File: src/rtl/leitor_display_sete_segmentos_pkg.sv
// Shared constants for the seven-segment display path: segment glyphs (a..g = bit6..bit0),
// error BCD code, reader FSM states and an index-width helper.
package leitor_display_pkg;

    localparam logic [6:0] SEG_0 = 7'h7E;
    localparam logic [6:0] SEG_1 = 7'h30;
    localparam logic [6:0] SEG_2 = 7'h6D;
    localparam logic [6:0] SEG_3 = 7'h79;
    localparam logic [6:0] SEG_4 = 7'h33;
    localparam logic [6:0] SEG_5 = 7'h5B;
    localparam logic [6:0] SEG_6 = 7'h5F;
    localparam logic [6:0] SEG_7 = 7'h70;
    localparam logic [6:0] SEG_8 = 7'h7F;
    localparam logic [6:0] SEG_9 = 7'h7B;

    localparam logic [3:0] BCD_ERRO = 4'hF;

    typedef enum logic [1:0] {OCIOSO, ESTABILIZANDO, CAPTURA} estado_t;

    // Width needed to index v items, never less than one bit.
    function automatic int clog2_min1(input int v);
        int r;
        r = 1;
        for (int i = 1; i < 31; i++)
            if ((1 << i) < v) r = i + 1;
        return r;
    endfunction

endpackage

File: src/rtl/leitor_display_sete_segmentos_if.sv
// Change-event handshake of the display reader: producer drives valido/indice/bcd,
// consumer drives pronto.
interface leitor_display_sete_segmentos_if;
    logic       evento_valido;
    logic       evento_pronto;
    logic [2:0] evento_indice;
    logic [3:0] evento_bcd;

    modport master (output evento_valido, evento_indice, evento_bcd, input evento_pronto);
    modport slave  (input evento_valido, evento_indice, evento_bcd, output evento_pronto);
endinterface

File: src/rtl/leitor_display_sete_segmentos_codificador.sv
// Combinational seven-segment glyph -> BCD decoder; unknown glyphs give BCD_ERRO with erro=1.
module codificador_sete_segmentos_para_bcd
    import leitor_display_pkg::*;
(
    input  logic [6:0] seg,
    output logic [3:0] bcd,
    output logic       erro
);
    always_comb begin
        bcd  = BCD_ERRO;
        erro = 1'b1;
        case (seg)
            SEG_0: begin bcd = 4'd0; erro = 1'b0; end
            SEG_1: begin bcd = 4'd1; erro = 1'b0; end
            SEG_2: begin bcd = 4'd2; erro = 1'b0; end
            SEG_3: begin bcd = 4'd3; erro = 1'b0; end
            SEG_4: begin bcd = 4'd4; erro = 1'b0; end
            SEG_5: begin bcd = 4'd5; erro = 1'b0; end
            SEG_6: begin bcd = 4'd6; erro = 1'b0; end
            SEG_7: begin bcd = 4'd7; erro = 1'b0; end
            SEG_8: begin bcd = 4'd8; erro = 1'b0; end
            SEG_9: begin bcd = 4'd9; erro = 1'b0; end
            default: ;
        endcase
    end
endmodule

File: src/rtl/leitor_display_sete_segmentos.sv
// Multiplexed seven-segment bus reader: synchronize, wait for a stable one-hot pattern, decode,
// store per digit and emit one change event. LEITOR_DISPLAY_PONTO_EN adds the decimal point.
module leitor_display_sete_segmentos
    import leitor_display_pkg::*;
#(
    parameter int N_DIGITOS      = 4,
    parameter int ESTAVEL_CICLOS = 8
) (
    input  logic                   clock,
    input  logic                   reset_n,
    input  logic [6:0]             segmentos,
    input  logic [N_DIGITOS-1:0]   digito_sel,
`ifdef LEITOR_DISPLAY_PONTO_EN
    input  logic                   ponto,
    output logic [N_DIGITOS-1:0]   pontos,
`endif
    output logic [4*N_DIGITOS-1:0] digitos,
    output logic [N_DIGITOS-1:0]   erro_mask,
    output logic                   sobrecarga,
    leitor_display_sete_segmentos_if.master ev
);
    localparam int IW = clog2_min1(N_DIGITOS);

    logic [6:0]                seg_s1, seg_s2, seg_p;
    logic [N_DIGITOS-1:0]      sel_s1, sel_s2, sel_p, sel_cap;
    estado_t                   estado;
    logic [7:0]                cnt;
    logic                      espera;
    logic [N_DIGITOS-1:0][3:0] dig_q;
    logic [N_DIGITOS-1:0]      err_q;
    logic [3:0]                dec_bcd;
    logic                      dec_erro;
    logic [IW-1:0]             idx;
    logic                      mudou, diferente, aceita;

    function automatic logic um_quente(input logic [N_DIGITOS-1:0] s);
        return (s != '0) && ((s & (s - 1'b1)) == '0);
    endfunction

    function automatic logic [IW-1:0] indice_de(input logic [N_DIGITOS-1:0] s);
        indice_de = '0;
        for (int i = 0; i < N_DIGITOS; i++)
            if (s[i]) indice_de = IW'(i);
    endfunction

    // seg_p/sel_p hold the sample already proven stable, so CAPTURA decodes from them.
    codificador_sete_segmentos_para_bcd u_dec (.seg(seg_p), .bcd(dec_bcd), .erro(dec_erro));

    assign idx    = indice_de(sel_p);
    assign aceita = ev.evento_valido && ev.evento_pronto;
    assign digitos   = dig_q;
    assign erro_mask = err_q;

`ifdef LEITOR_DISPLAY_PONTO_EN
    logic pt_s1, pt_s2, pt_p;
    logic [N_DIGITOS-1:0] pt_q;
    assign pontos    = pt_q;
    assign diferente = (seg_s2 != seg_p) || (sel_s2 != sel_p) || (pt_s2 != pt_p);
    assign mudou     = (dig_q[idx] != dec_bcd) || (err_q[idx] != dec_erro) || (pt_q[idx] != pt_p);

    always_ff @(posedge clock or negedge reset_n) begin
        if (!reset_n) begin
            pt_s1 <= 1'b0; pt_s2 <= 1'b0; pt_p <= 1'b0; pt_q <= '0;
        end else begin
            pt_s1 <= ponto; pt_s2 <= pt_s1; pt_p <= pt_s2;
            if (estado == CAPTURA) pt_q[idx] <= pt_p;
        end
    end
`else
    assign diferente = (seg_s2 != seg_p) || (sel_s2 != sel_p);
    assign mudou     = (dig_q[idx] != dec_bcd) || (err_q[idx] != dec_erro);
`endif

    always_ff @(posedge clock or negedge reset_n) begin
        if (!reset_n) begin
            seg_s1 <= '0; seg_s2 <= '0; seg_p <= '0;
            sel_s1 <= '0; sel_s2 <= '0; sel_p <= '0; sel_cap <= '0;
            estado <= OCIOSO;
            cnt    <= '0;
            espera <= 1'b0;
            dig_q  <= '0;
            err_q  <= '0;
            sobrecarga       <= 1'b0;
            ev.evento_valido <= 1'b0;
            ev.evento_indice <= '0;
            ev.evento_bcd    <= '0;
        end else begin
            seg_s1 <= segmentos;  seg_s2 <= seg_s1; seg_p <= seg_s2;
            sel_s1 <= digito_sel; sel_s2 <= sel_s1; sel_p <= sel_s2;
            if (aceita) ev.evento_valido <= 1'b0;
            case (estado)
                OCIOSO: begin
                    // After a capture, the same select must go away before it is read again.
                    if (!(espera && sel_s2 == sel_cap)) begin
                        espera <= 1'b0;
                        if (um_quente(sel_s2)) begin
                            estado <= ESTABILIZANDO;
                            cnt    <= 8'd1;
                        end
                    end
                end
                ESTABILIZANDO: begin
                    if (!um_quente(sel_s2)) estado <= OCIOSO;
                    else if (diferente) cnt <= 8'd1;
                    else begin
                        cnt <= cnt + 8'd1;
                        if (cnt + 8'd1 == 8'(ESTAVEL_CICLOS)) estado <= CAPTURA;
                    end
                end
                CAPTURA: begin
                    dig_q[idx] <= dec_bcd;
                    err_q[idx] <= dec_erro;
                    estado     <= OCIOSO;
                    espera     <= 1'b1;
                    sel_cap    <= sel_p;
                    if (mudou) begin
                        if (!ev.evento_valido || aceita) begin
                            ev.evento_valido <= 1'b1;
                            ev.evento_indice <= 3'(idx);
                            ev.evento_bcd    <= dec_bcd;
                        end else begin
                            sobrecarga <= 1'b1;
                        end
                    end
                end
                default: estado <= OCIOSO;
            endcase
        end
    end
endmodule

File: src/flat_wrapper.sv
// flat-port wrapper written by rule: the top's interface ports become plain ports
module leitor_display_sete_segmentos_flat import leitor_display_pkg::*;
#(
    parameter int N_DIGITOS      = 4,
    parameter int ESTAVEL_CICLOS = 8
)
  (clock, reset_n, segmentos, digito_sel, digitos, erro_mask, sobrecarga, ev_evento_valido, ev_evento_indice, ev_evento_bcd, ev_evento_pronto);
  leitor_display_sete_segmentos_if ev_i ();
  input  logic clock;
  input  logic reset_n;
  input  logic [6:0] segmentos;
  input  logic [N_DIGITOS-1:0] digito_sel;
  output logic [4*N_DIGITOS-1:0] digitos;
  output logic [N_DIGITOS-1:0] erro_mask;
  output logic sobrecarga;
  output wire logic [$bits(ev_i.evento_valido)-1:0] ev_evento_valido;
  output wire logic [$bits(ev_i.evento_indice)-1:0] ev_evento_indice;
  output wire logic [$bits(ev_i.evento_bcd)-1:0] ev_evento_bcd;
  input wire logic [$bits(ev_i.evento_pronto)-1:0] ev_evento_pronto;
  assign ev_evento_valido = ev_i.evento_valido;
  assign ev_evento_indice = ev_i.evento_indice;
  assign ev_evento_bcd = ev_i.evento_bcd;
  assign ev_i.evento_pronto = ev_evento_pronto;
  leitor_display_sete_segmentos #(.N_DIGITOS(N_DIGITOS), .ESTAVEL_CICLOS(ESTAVEL_CICLOS)) u_core (.clock(clock), .reset_n(reset_n), .segmentos(segmentos), .digito_sel(digito_sel), .digitos(digitos), .erro_mask(erro_mask), .sobrecarga(sobrecarga), .ev(ev_i));
endmodule
File: config.mk
export PLATFORM = sky130hd
export DESIGN_NAME = leitor_display_sete_segmentos_flat
export DESIGN_NICKNAME = d
export VERILOG_FILES = /design/src/rtl/leitor_display_sete_segmentos_pkg.sv /design/src/rtl/leitor_display_sete_segmentos_if.sv /design/src/rtl/leitor_display_sete_segmentos_codificador.sv /design/src/rtl/leitor_display_sete_segmentos.sv /design/src/flat_wrapper.sv
export SDC_FILE = /design/constraint.sdc
export NUM_CORES = 1
export LEC_CHECK = 0
export ABC_AREA = 1
export CAP_MARGIN = 5
export CORE_ASPECT_RATIO = 1.4
export CORE_MARGIN = 2
export CORE_UTILIZATION = 59
export DETAILED_ROUTE_END_ITERATION = 8
export GPL_TIMING_DRIVEN = 1
export PLACE_DENSITY = 0.88
export SLEW_MARGIN = 20
export SYNTH_ARGS = -nofsm -noshare
export SYNTH_HDL_FRONTEND = slang
export SYNTH_SLANG_ARGS = --single-unit
File: constraint.sdc
create_clock -name clock -period 2.66 [get_ports clock]
set_input_delay 0.532 -clock clock [delete_from_list [all_inputs] [get_ports clock]]
set_output_delay 0.532 -clock clock [all_outputs]
set_load 0.005 [all_outputs]
== Word level (Yosys, flattened, before mapping) ==
Index checks and enable logic that the tools add are counted.
Widths: inputs -> output; s select.

* Flip-flop bits (word level): 76
* Input bits: 14
* Output and inout port bits: 29
* Logic and storage cells: 99

* Add/sub/neg operators: 2
* Order comparisons: 2
* Equality and inequality tests: 23
* Mux-type cells: 32
* Bitwise operators: 2
* Reductions and logical operators: 19

{| class="wikitable"
|+ Operators with widths
! operator !! number
|-
| $eq 7x7->1 const B || 8
|-
| $pmux 4 s10 || 1
|-
| $mux 8 || 4
|-
| $bwmux 16 || 1
|-
| $pmux 8 s2 || 1
|-
| $eq 7x6->1 const B || 2
|-
| $mux 2 || 7
|-
| $reduce_or 10->1 || 1
|-
| $mux 1 || 9
|-
| $add 8x1->8 const B || 1
|-
| $bmux 4 s2 || 1
|-
| $demux 4 s2 || 1
|-
| $eq 8x4->1 const B || 1
|-
| $mux 4 || 2
|-
| $ne 4x4->1 || 2
|-
| $reduce_and 4->1 || 2
|-
| $ne 7x7->1 || 1
|-
| $ne 3x3->1 const B || 2
|-
| $reduce_and 3->1 || 2
|-
| $and 4x4->4 || 1
|-
| $bwmux 4 || 1
|-
| $eq 4x4->1 || 1
|-
| $logic_and 1x1->1 || 4
|-
| $logic_not 4->1 || 1
|-
| 19 further kinds || 23
|}

== Longest topological paths before layout ==
* Depth after elaboration: 9
* Gate-level depth with buffers: 17
* Gate-level depth less buffers: 16

== By module ==
A second synthesis with hierarchy kept.

* Cells, all modules: 400
* Area, all modules: 3462.1 sq um

{| class="wikitable"
|+ Modules (own cells, without submodules)
! module !! times used !! cells an instance !! area each (sq um) !! sequential area each (sq um)
|-
| leitor_display_sete_segmentos || 1 || 348 || 3236.9 || 1901.8
|-
| codificador_sete_segmentos_para_bcd || 1 || 52 || 225.2 || 0.0
|}

== Worst setup path after synthesis ==
No wires, ideal clock.

* Path type: register to register
* Start: register u_core.seg_p[4]
* End: register u_core.ev.evento_bcd[0]
* Library setup time: 0.117 ns
* Arrival: 1.555 ns
* Required time: 2.543 ns
* Path slack: 0.989 ns
* Stages on the path, launching flop included: 16
* Path buffers: 1
* Period minus slack after synthesis: 1.671 ns
* Cells stage by stage: dfrtp_1 buf_2 nand2_2 nor2_2 nand2_2 nand2_4 nor2_4 nand2_8 nand2_2 nand2_2 nand2_2 nor2_4 nand2_4 nand2_4 nand2_1 nand2_1

* Longest elaborated chain between the ends: 6
* Elaborated cells on any way between the ends: 17
* Those cells by class: eq/ne: 12; mux: 2; reduce/logical: 3

{| class="wikitable"
|+ Ends and longest elaborated chain
! element !! line !! source
|-
| start: declaration || leitor_display_sete_segmentos.sv:24 || <nowiki>logic [6:0] seg_s1, seg_s2, seg_p;</nowiki>
|-
| start signal: assignment || leitor_display_sete_segmentos.sv:88 || <nowiki>seg_s1 <= segmentos; seg_s2 <= seg_s1; seg_p <= seg_s2;</nowiki>
|-
| parallel branches: the longest is 6 deep, another holds $pmux 4 s10 || n/a ||
|-
| end signal: assignment || leitor_display_sete_segmentos.sv:86 || <nowiki>ev.evento_bcd <= '0;</nowiki>
|-
| end signal: assignment || leitor_display_sete_segmentos.sv:120 || <nowiki>ev.evento_bcd <= dec_bcd;</nowiki>
|-
| end: declaration || leitor_display_sete_segmentos_if.sv:9 || <nowiki>modport master (output evento_valido, evento_indice, evento_bcd, input evento_pronto);</nowiki>
|}

Several ways; the timed one is not identified.
A chain may end at the register's enable or synchronous reset.

== Worst setup path in the final report ==
* Start: register u_core.seg_p[1]
* End: register u_core.ev.evento_bcd[3]

The elaborated chain is that of the path after synthesis.

==> flow_metrics.env <==
export IMPL_place_inst=515
export IMPL_critical_path_slowest_cell="sky130_fd_sc_hd__dfrtp_1"
export IMPL_reg2reg_slack_ns=0.73
export IMPL_design_final_nets=472
export IMPL_slew_worst_pin_ns=0.586
export IMPL_cts_reportedPaths_clkPinSlew_ns=0.08
export IMPL_design_core_area_sq_um=5820
export IMPL_final_util_pct=72.0
export IMPL_synth_ff_type="sky130_fd_sc_hd__dfrtp_1"
export IMPL_clock_tree_root_cell="sky130_fd_sc_hd__clkbuf_8"
export IMPL_floorplan_initialDensity_pct=60.4
export IMPL_num_io_pins=43
export IMPL_postLayoutSetupSlackWorst_ns=0.734
export IMPL_critPathLaunchType="register"
export IMPL_die_h_um=95.4
export IMPL_drt_pass1_iterations=4
export IMPL_first_iter_violations=298
export IMPL_total_of_flip_flops_plus_latches_after_synthesis=76
export IMPL_synthCells=407
export IMPL_setup_total_negative_slack_ns=0
export IMPL_placement_rows=33
export IMPL_period_share_pct=72.4
export IMPL_critical_path_max_stage_delay_ns=0.43
export IMPL_globalRouteTotalUtil_pct=23.4
export IMPL_ff_latch_area_sq_um=1900
export IMPL_dpl_worst_slack_ns=0.771
export IMPL_dr_total_vias=2828
export IMPL_power_leakage_uw=0.00203
export IMPL_antenna_left=0
export IMPL_grt_start_max_net_pins=29
export IMPL_synth_async_sr_flop_share_pct=100
export IMPL_min_path_type="in2async"
export IMPL_timing_rr_start="u_core.seg_p[1]$_DFF_PN0_"
export IMPL_synth_distinct_cells=30
export IMPL_multiInputGateArea_sq_um=1410
export IMPL_fillCellCount=424
export IMPL_cts_resized=0
export IMPL_postCtsSetupRepairBufs=0
export IMPL_sequential_element_share_of_the_synthesized_area_pct=54.1
export IMPL_diodes=0
export IMPL_post_drt_wl_per_cell_um=13.1
export IMPL_path_class="reg2reg"
export IMPL_worstSetupEndpointType="register"
export IMPL_number_of_global_route_vias_before_repair=2664
export IMPL_power_density_nw_per_um2=525
export IMPL_placement_io_buffers=41
export IMPL_setup_violations_final=0
export IMPL_total_clock_buffers_created_by_cts=9
export IMPL_grt_ovfl_total=0
export IMPL_cts_htree_levels=3
export IMPL_synth_area_per_cell_sq_um=8.64
export IMPL_timing_max_transition_violations_final=0
export IMPL_worst_path_buf_inv=0
export IMPL_postRouteWirelength_um=6940
export IMPL_critical_path_required_time_ns=2.96
export IMPL_crit_path_cell_trace="nor2_1 -> nand3_1 -> nand2_2 -> nor2_4 -> nand2_8 -> nand2_4 -> nand2_1 -> nand2_2 -> nor2_4 -> nand2_4 -> nand2_4 -> nand2_1 -> nand2_1"
export IMPL_fin_worst_skew_ns=0.0146
export IMPL_fin_worst_hold_slack_ns=0.177
export IMPL_fmax_mhz=519
export IMPL_final_layout_size_suffix_gt1_share_pct=10.0
export IMPL_clock_sinks=76
export IMPL_synth_edff_count=0
export IMPL_post_syn_nets=423
export IMPL_vias_per_instance=5.34
export IMPL_drcViolationCount=0
export IMPL_worst_endpoint_arrival_ns=2.22
export IMPL_reg2reg_depth=13
export IMPL_fin_crit_ns=1.93
export IMPL_cts_tree="yes"
export IMPL_timing_hold_violations_final=0
export IMPL_place_congestion=0.974
export IMPL_synth_warnings=0
export IMPL_unrepaired_setup_endpoints_after_global_routing="no"
export IMPL_post_synthesis_instance_area_sq_um=3520
export IMPL_reg2reg_to="u_core.ev.evento_bcd[3]$_DFFE_PN0P_"
export IMPL_first_pass_grt_wire_length_um=12000
export IMPL_layoutNonFillerInstCount=530
export IMPL_crit_fanout=18
export IMPL_ir_worst_vdd_mv=0.476
export IMPL_run_status="finished, final reports clean"
export IMPL_chipWidth_um=69.3
export IMPL_area_growth_synth_to_final_pct=19.2
export IMPL_dp_final_hpwl_um=5160
export IMPL_worstSkewPairLatency_ns=0.35
export IMPL_max_cap_viol_count=0
export IMPL_cts_path_max_buffers=2
export IMPL_cts_hold_buffers=0
export IMPL_worst_path_dominant_cell_family="simple AND/OR/NAND/NOR gates"
export IMPL_slew_limit_headroom_pct=61.0
export IMPL_floorplan_die_area_sq_um=6610
export IMPL_antenna_found_initial=0
registers in the layout (all words and copies together), names as in the netlist, 2 cells and up:
name                     count
u_core.seg_s1                7
u_core.estado                2
u_core.erro_mask             4
u_core.digitos              16
u_core.sel_s1                4
u_core.ev.evento_indice      2
u_core.cnt                   8
u_core.seg_s2                7
u_core.sel_cap               4
u_core.sel_p                 4
u_core.seg_p                 7
u_core.sel_s2                4
u_core.ev.evento_bcd         4
through the flow:
stage / total power [uW] / area (sq um)
floorplan: 1310 / 3520
global route: 2290 / 4190
finish: 2200 / 4190
detailed placement: 1370 / 4000
global placement: 1360 / 4000
CTS: 2220 / 4190
cells by family after synthesis:
kind of cell,after synthesis,synth area share [%]
buffers and inverters,51,6.01
DFF,76,54.1
other,1,0.107
xor gates and xnor gates,15,3.73
and+or+nand+nor,228,30.2
AOI/OAI and AO/OA,34,5.23
adders and majority gates,2,0.711
cell usage after synthesis (4+ instances only):
cell	number	area share, %
sky130_fd_sc_hd__nand4_1	8	1.4
sky130_fd_sc_hd__nor2_1	41	4.4
sky130_fd_sc_hd__nand2_1	118	13
sky130_fd_sc_hd__nor2_4	6	1.9
sky130_fd_sc_hd__dfrtp_1	76	54
sky130_fd_sc_hd__xor2_1	5	1.2
sky130_fd_sc_hd__xnor2_1	10	2.5
sky130_fd_sc_hd__o21ai_0	22	3.1
sky130_fd_sc_hd__inv_1	44	4.7
sky130_fd_sc_hd__nand2_2	12	2.1
sky130_fd_sc_hd__nand2_4	4	1.3
sky130_fd_sc_hd__nand3_1	27	3.8
sky130_fd_sc_hd__a31oi_1	7	1.2
cell type report:
type | count | area share [%]
clock buffer | 11 | 3.37
clock inverter | 4 | 1.16
inverter | 45 | 4.03
multi-input combinational | 280 | 33.5
sequential | 76 | 45.3
tap | 70 | 2.09
timing repair buffer | 44 | 10.5
per-layer routing:
layer  vias up  track usage (%)  wire length [um]
met5         -                0                 0
met4         0             14.4               308
met3        32             5.50               389
met2       116             40.6              3600
met1      1305             26.3              2640
li1       1375                -                 -
worst max path at each step:
stage                                                  end                      start  slack (ns)  cells past startpoint
floorplan              u_core.ev.evento_bcd[0]$_DFFE_PN0P_  u_core.seg_p[4]$_DFF_PN0_        0.99                     15
global placement    u_core.ev.evento_indice[0]$_DFFE_PN0P_  u_core.seg_p[3]$_DFF_PN0_        0.82                     15
detailed placement     u_core.ev.evento_bcd[3]$_DFFE_PN0P_  u_core.seg_p[4]$_DFF_PN0_        0.77                     14
CTS                    u_core.ev.evento_bcd[3]$_DFFE_PN0P_  u_core.seg_p[1]$_DFF_PN0_        0.77                     13
global route        u_core.ev.evento_indice[1]$_DFFE_PN0P_  u_core.seg_p[1]$_DFF_PN0_        0.51                     14
finish                 u_core.ev.evento_bcd[3]$_DFFE_PN0P_  u_core.seg_p[1]$_DFF_PN0_        0.73                     13
where the power goes:
part / total [uW] / switching [uW] / internal [uW]
registers: 1220 / 30.5 / 1190
clock network: 855 / 401 / 454
logic: 130 / 79.8 / 50.0
cell usage in the layout, fill, tap and decap left out, types with 2 or more instances in the layout:
master	count
sky130_fd_sc_hd__nand2_1	118
sky130_fd_sc_hd__nand3b_1	2
sky130_fd_sc_hd__nor2_2	3
sky130_fd_sc_hd__nand2_4	4
sky130_fd_sc_hd__xnor2_1	10
sky130_fd_sc_hd__nor3_1	3
sky130_fd_sc_hd__nand3_1	27
sky130_fd_sc_hd__buf_4	2
sky130_fd_sc_hd__clkbuf_8	10
sky130_fd_sc_hd__clkdlybuf4s50_1	40
sky130_fd_sc_hd__nand4_1	8
sky130_fd_sc_hd__a21oi_1	3
sky130_fd_sc_hd__nor2_4	6
sky130_fd_sc_hd__inv_1	44
sky130_fd_sc_hd__dfrtp_1	76
sky130_fd_sc_hd__xor2_1	5
sky130_fd_sc_hd__ha_1	2
sky130_fd_sc_hd__nand2_2	12
sky130_fd_sc_hd__o21ai_0	22
sky130_fd_sc_hd__clkinv_2	2
sky130_fd_sc_hd__a31oi_1	7
sky130_fd_sc_hd__nor2_1	41
Note: power is estimated with default switching activity, not from simulation.
==> variant (config.mk and constraints unchanged) <==
Add an input register stage for `segmentos` and `digito_sel`, with the module's reset; this delays them by one clock. The other inputs are not delayed to match.
--- a/src/rtl/leitor_display_sete_segmentos.sv
+++ b/src/rtl/leitor_display_sete_segmentos.sv
@@ -22,2 +22,15 @@
     localparam int IW = clog2_min1(N_DIGITOS);
+
+    logic [6:0] segmentos_q;
+    logic [N_DIGITOS-1:0] digito_sel_q;
+
+    always_ff @(posedge clock or negedge reset_n) begin
+        if (!reset_n) begin
+            segmentos_q  <= '0;
+            digito_sel_q <= '0;
+        end else begin
+            segmentos_q  <= segmentos;
+            digito_sel_q <= digito_sel;
+        end
+    end
 
@@ -87,4 +100,4 @@
         end else begin
-            seg_s1 <= segmentos;  seg_s2 <= seg_s1; seg_p <= seg_s2;
-            sel_s1 <= digito_sel; sel_s2 <= sel_s1; sel_p <= sel_s2;
+            seg_s1 <= segmentos_q;  seg_s2 <= seg_s1; seg_p <= seg_s2;
+            sel_s1 <= digito_sel_q; sel_s2 <= sel_s1; sel_p <= sel_s2;
             if (aceita) ev.evento_valido <= 1'b0;
Check against the original RTL: same outputs for any inputs over 10 cycles, from zero or initial values and one cycle with reset_n low; that may be too few to reach the edited logic, so the function may still have changed.
==> variant against the original RTL <==
- total power grew 7.7%
- setup slack lost 29 ps
- sequential cell count increased by 11
- wire length up 3.3%
- clock skew increased by 1.9 ps
- final area grew 5.6%
- first-iteration DRC count shrank 49%
- area after synthesis increased by 6.4%
- via count rose by 1.9%
- critical path type unchanged
==> variant: results (changes against the original RTL) <==
* ANT cells at 0 (unchanged)
* Final Hold Viols at 0 (unchanged)
* Worst-path maximum fanout at 9 (-9)
* Worst path arrival time at approximately 2200 ps
* Static Leak at 2.12 nW (+4.6%)
* R2R depth at 14 (+1)
* Max FFs per register at 16 (unchanged)
* Largest net degree at the start of global routing at 48 (+66%)
* Routed WL per cell at 13.4 um (+2.0%)
* Initial drt markers at 152 (-49%)
* Clock latency on the worst-skew pair at 350 ps (about the same)
* Detail Placement HPWL at 5.52 mm (+7.0%)
* Port Buf Inserts at 41 (unchanged)
* Clock Path Buffers at 2 (unchanged)
* Hold WC Path Type: in2async
* Synth warn at 0 (unchanged)
* Least-Margin Pin Slew at 567 ps (-18.2 ps)
* Clk pin slew, worst setup/hold paths at around 90 ps
* Number of fill cells at 454 (+7.1%)
* Top cells by area, synth: dfrtp_1 58%, nand2_1 10%, inv_1 4.5%
* Antenna violations before repair at 0 (unchanged)
* Setup Buffers After CTS at 0 (unchanged)
* CTS buffer count at 9 (unchanged)
* Clk_skew at 16.4 ps (+1.87 ps)
* Global Route Usage Sum at 0.226 (-0.00848)
* Peak supply drop at 0.555 mV (+17%)
* First-pass GRT wire length at 12.2 mm (+2.1%)
* Routability cong. at 0.913 (-6.3%)
* Setup WS pre-CTS at 720 ps (-50.7 ps)
* Vias at 2882 (+1.9%)
* Syn nets at 426 (+0.71%)
* Register area share after synthesis at 0.581 (+0.0408)
* Root Buffer Master: clkbuf_8
* Yosys cell types at 29 (-3.3%)
* Top cells by count, synth: 104 x nand2_1, 87 x dfrtp_1, 45 x inv_1
* Status: complete, no violations
* DRC at 0 (unchanged)
* Share of cells above drive strength 1 at 0.116 (+0.0161)
* FFs w/ async S/R, synth at 1.00 (unchanged)
* Fin nets at 476 (+0.85%)
* DR pass1 iterations at 4 (unchanged)
variant: final timing paths:
path | from | to | slack [ps]
min reg2reg | u_core.sel_s1[3] | u_core.sel_s2[3] | 350
max | u_core.seg_p[1] | u_core.ev.evento_bcd[0] | 710
min | reset_n | u_core.ev.evento_bcd[2] | 140
max reg2reg | u_core.seg_p[1] | u_core.ev.evento_bcd[0] | 710
max in group asynchronous | reset_n | u_core.estado[1] | 1910
min in group clock | u_core.sel_s1[3] | u_core.sel_s2[3] | 350
variant: metrics by stage:
step / instance area [um^2] / std cells / utilization / hold WS (ps)
floorplan: 3740 / 410 / - / 236
global placement: 4250 / 521 / 0.689 / 332
detailed placement: 4250 / 521 / 0.689 / 335
CTS: 4430 / 537 / 0.718 / 148
global route: 4430 / 537 / 0.718 / 177
finish: 4430 / 537 / 0.718 / 136
variant: power breakdown:
part / internal, mW / switching [mW]
logic: 0.0522 / 0.0910
clock network: 0.371 / 0.459
registers: 1.36 / 0.0352
total: 1.79 / 0.585
variant: logic make-up (layout without fill, tap and decap cells):
logic type,count (synthesis),in the layout,share of synthesized area
AOI/OAI and AO/OA,38,38,0.0545
xor gates and xnor gates,16,16,0.0374
adders and majority gates,2,2,0.00668
DFF,87,87,0.581
buffers and inverters,56,111,0.0578
other,1,1,0.00100
and+or+nand+nor,210,210,0.261
variant: worst max-delay path, stage by stage (launching register included):
cell     delay, ps
dfrtp_1        440
nor2_2         170
nand2_1        110
nor2_1         230
nor2_4          90
nand3_1        100
nand2_2         90
inv_2           90
nand2_1         70
nand2_2         90
nor2_4          40
nand2_4        120
nand2_4         90
nand2_1         90
nand2_1         50
variant: per-layer routing:
| metal | share of wire | track usage | wire, um |
|---|---|---|---|
| met4 | 0.065 | 0.171 | 469 |
| met5 | 0 | 0 | 0 |
| met2 | 0.52 | 0.399 | 3740 |
| met3 | 0.046 | 0.0351 | 328 |
| met1 | 0.37 | 0.233 | 2630 |
variant: final cells by class:
cell class,instances,share of cell area
Sequential cell,87,0.491
Tap cell,72,0.0203
Multi-Input combinational cell,267,0.305
Timing Repair Buffer,43,0.0983
Clock inverter,5,0.00904
Clock buffer,11,0.0319
Inverter,52,0.0441
